`config.mk`:
```
export PLATFORM = sky130hd
export DESIGN_NAME = pipe_reg
export DESIGN_NICKNAME = d
export VERILOG_FILES = /design/src/rtl/pipe_reg.sv
export SDC_FILE = /design/constraint.sdc
export NUM_CORES = 1
export LEC_CHECK = 0
export ABC_AREA = 1
export BUFFER_PORTS_ARGS = -buffer_cell sky130_fd_sc_hd__buf_2
export CORE_MARGIN = 3
export CORE_UTILIZATION = 57
export CTS_CLUSTER_SIZE = 20
export DETAILED_ROUTE_END_ITERATION = 10
export PLACE_DENSITY = 0.92
export SYNTH_ARGS = -nofsm -noshare
export SYNTH_HDL_FRONTEND = slang
export SYNTH_SLANG_ARGS = --single-unit
```
`constraint.sdc`:
```
create_clock -name clk -period 2.5 [get_ports clk]
set_clock_uncertainty 0.05 [all_clocks]
set_input_delay 0.125 -clock clk [delete_from_list [all_inputs] [get_ports clk]]
set_output_delay 0.125 -clock clk [all_outputs]
set_load 0.1 [all_outputs]
```
`src/rtl/pipe_reg.sv`:
```
// Elastic pipeline register of STAGES stages with valid/ready handshake,
// bubble collapsing, synchronous flush and occupancy count.
module pipe_reg #(
    parameter int unsigned           WIDTH     = 8,
    parameter int unsigned           STAGES    = 3,
    parameter logic [WIDTH-1:0]      RESET_VAL = '0
) (
    input  logic                             clk,
    input  logic                             rst,
    input  logic                             flush,
    input  logic                             in_valid,
    input  logic [WIDTH-1:0]                 in_data,
    output logic                             in_ready,
    output logic                             out_valid,
    output logic [WIDTH-1:0]                 out_data,
    input  logic                             out_ready,
    output logic [$clog2(STAGES+1)-1:0]      count
);

    localparam int unsigned CW = $clog2(STAGES + 1);

    logic [STAGES-1:0] v;
    logic [STAGES-1:0] v_nxt;
    logic [STAGES-1:0] r;
    logic [STAGES-1:0] ld;
    logic [WIDTH-1:0]  data [STAGES];
    logic [CW-1:0]     cnt_nxt;

    // Ready ripples from the output end: a stage can take a beat if it is
    // empty or if everything downstream of it moves this cycle.
    always_comb begin
        logic rr;
        r  = '0;
        rr = !v[STAGES-1] | out_ready;
        r[STAGES-1] = rr;
        for (int i = int'(STAGES) - 2; i >= 0; i--) begin
            rr   = !v[i] | rr;
            r[i] = rr;
        end
    end

    assign in_ready  = r[0] & !flush & !rst;
    assign out_valid = v[STAGES-1];
    assign out_data  = data[STAGES-1];

    // Next valid vector and data-load enables; flush wins over all movement.
    always_comb begin
        v_nxt = v;
        ld    = '0;
        if (!flush) begin
            if (r[0]) begin
                v_nxt[0] = in_valid;
                ld[0]    = in_valid;
            end
            for (int i = 1; i < int'(STAGES); i++) begin
                if (r[i]) begin
                    v_nxt[i] = v[i-1];
                    ld[i]    = v[i-1];
                end
            end
        end else begin
            v_nxt = '0;
        end
    end

    always_comb begin
        cnt_nxt = '0;
        for (int i = 0; i < int'(STAGES); i++) begin
            cnt_nxt = cnt_nxt + CW'(v_nxt[i]);
        end
    end

    // Data only moves when a real beat moves, so payloads never change in flight.
    always_ff @(posedge clk or posedge rst) begin
        if (rst) begin
            v     <= '0;
            count <= '0;
            for (int i = 0; i < int'(STAGES); i++) begin
                data[i] <= RESET_VAL;
            end
        end else begin
            v     <= v_nxt;
            count <= cnt_nxt;
            if (ld[0]) begin
                data[0] <= in_data;
            end
            for (int i = 1; i < int'(STAGES); i++) begin
                if (ld[i]) begin
                    data[i] <= data[i-1];
                end
            end
        end
    end

endmodule

```
==> run metrics <==
EDFF count, synth 0; Post-CTS Setup Bufs 0; overall routing resource usage between 15 and 20%; die span in y between 50 and 60 um; status finished, final reports clean; synthesized area between 1000 and 1500 sq um; DR vias/cell between 5 and 6; CTS Buf Count 5; fillers roughly 190; diodes inserted 0; Initial DRC Count 13; CP Class reg -> out; number of port buffers 24; Cell Rows 16; relative slew slack a little over 30%; most frequent cells after synthesis nand2_1 (33), dfrtp_1 (29), inv_1 (20); largest net degree at the start of global routing 30; YS warnings 0; DR vias 900; GR Layer Usage met3 7.61%; Syn Area/Cell about 10 sq um; CP Max Fanout 11; DIE WIDTH 53.4 um; layout cell share with drive strength beyond 1 27.0%; final count of negative-setup-slack endpoints 0; FFs w/ async S/R, synth 100%; Pwr Density a little over 900 nW/um^2; M1 GR Usage 18.5%; initial core utilization a little over three fifths; H-tree depth 2; largest family of logic cells by synthesized area simple AND/OR/NAND/NOR gates; GRT busiest layer met2; CTS max path bufs 2; Pleak about 0.75 nW; CTS tree yes; achievable clock frequency 515 MHz; setup TNS 0 ns; ys flop type dfrtp_1; Antenna Violating Nets Remaining 0; fin crit period slightly below 2 ns; DR WL/cell 11.4 um; XOR/XNOR Fraction of Synth Area 0%; hold crit path type in -> async; RSZ-0062 raised after global routing no; Layout area overhead 10.2%; post-synthesis adder-cell area fraction 1.56%; Post-Place Setup Slack a little over 0.7 ns; max_cap viols 0; Synth area leaders dfrtp_1 (57%), nand2_1 (9.7%), inv_1 (5.9%); # resized after CTS 0; syn_nets approximately 150; final net count 166; post-synthesis simple-gate area fraction about 20%; met2 Resource Use GR about a third; CTS sink cnt 29; Top Ports 25; initial antenna violation count 0; post-synthesis register bit count 29; RePlAce Congestion 0.755; drt total wl about 2000 um; post-synthesis cell count 132; DRC 0; mux contribution to synthesized area 0%; Clock Latency Late Sink ~0.32 ns; Crit. End Element output port; peak supply drop slightly above 0.6 mV; top-count cell post-synth nand2_1; Remaining Overflow, GRT 0; Core ar. around 2000 sq um; Max Slew Vio Count 0; Reg clk slew, reported paths ~0.090 ns; Slew @ Worst Pin 1.03 ns; first-pass GRT wire length ~3500 um; crit path DAT 1.77 ns; vias in the first global route 838; Root Buffer clkbuf_4; Hold Fails Final Rpt 0; sequential share of the synthesized area a little under three fifths; fin crit share 77.6%; Critical Path RT 2.33 ns; compound-cell area share of the yosys netlist 8.29%; crit start category flop; hpwl dp between 1500 and 2000 um; die area around 2900 sq um; Synth area leader dfrtp_1; PnR worst setup slack 0.559 ns; unique cell type count in the Yosys netlist 18; DRT Pass-1 Iters 4; top cell type's share of synthesized area approximately 57%
## where the power goes
group / internal (mW) / switching [mW] / leakage (nW)
sequential: 0.544 / 0.0403 / 0.373
combinational: 0.0774 / 0.351 / 0.344
clock: 0.132 / 0.139 / 0.0314
total: 0.754 / 0.531 / 0.749
## per-layer routing
layer / routed length, um / share of wire (%)
met1: 844 / 41
met2: 1010 / 49
met3: 143 / 7.0
met4: 48 / 2.3
met5: 0 / 0
## kinds of logic after synthesis
family | Yosys count
compound gates | 19
fa+ha+maj | 1
buf+inv | 34
flops | 29
simple gates | 49
## final cells by class
class                   count  area, sq um  area share [%]
flip-flops and latches     29          726            51.3
multi-input cells          69          380            26.9
repair buffers             26          140            9.91
inverters                  21         78.8            5.58
clock buffers               7         55.1            3.89
well taps                  27         33.8            2.39
## placed cells by master (no fill, tap or decap), drive strengths merged
| master | netlist | routed |
|---|---|---|
| a21oi | 2 | 2 |
| buf | 13 | 24 |
| clkbuf | 0 | 7 |
| dfrtp | 29 | 29 |
| dlygate4sd3 | 0 | 2 |
| fa | 1 | 1 |
| inv | 21 | 21 |
| nand2 | 35 | 35 |
| nand3 | 4 | 4 |
| nand4 | 9 | 9 |
| nor2 | 1 | 1 |
| o21ai | 17 | 17 |
## registers in the layout (all words and copies together), names as in the netlist
signal	cells
data	16
out_data	8
count	2
v	3
## worst paths after layout
check / startpoint / to / slack (ns) / cells after the start
max reg2reg: v[1] / count[0] / 0.70 / 3
max in group asynchronous: rst / out_data[4] / 1.75 / 2
min reg2reg: data[18] / data[18] / 0.42 / 2
max: v[1] / in_ready / 0.56 / 4
min in group clk: in_data[7] / data[23] / 0.01 / 3
min: rst / count[1] / 0.01 / 2
## timing repair
| item | CTS | global route |
|---|---|---|
| endpoints found under the setup margin | 0 | 0 |
| endpoints found under the hold margin | 3 | 0 |
| hold buffers | 2 | 0 |
## stage by stage
step	cell area, sq um	power (mW)	hold slack [ns]	utilization, %	instances
finish	1410	1.29	0.0107	69.2	179
global route	1410	1.35	0.0105	69.2	179
CTS	1410	1.30	0.00617	69.2	179
detailed placement	1340	1.03	0.308	65.6	170
global placement	1340	1.01	0.300	65.6	170
floorplan	1280	0.999	0.148	-	132
## critical path, stage by stage, from the launching register on
cell and delay, ns:
dfrtp_1 0.45, nand4_1 0.37, nand2_1 0.12, nor2_2 0.09, buf_2 0.42
Power figures use the tool's default switching activity.
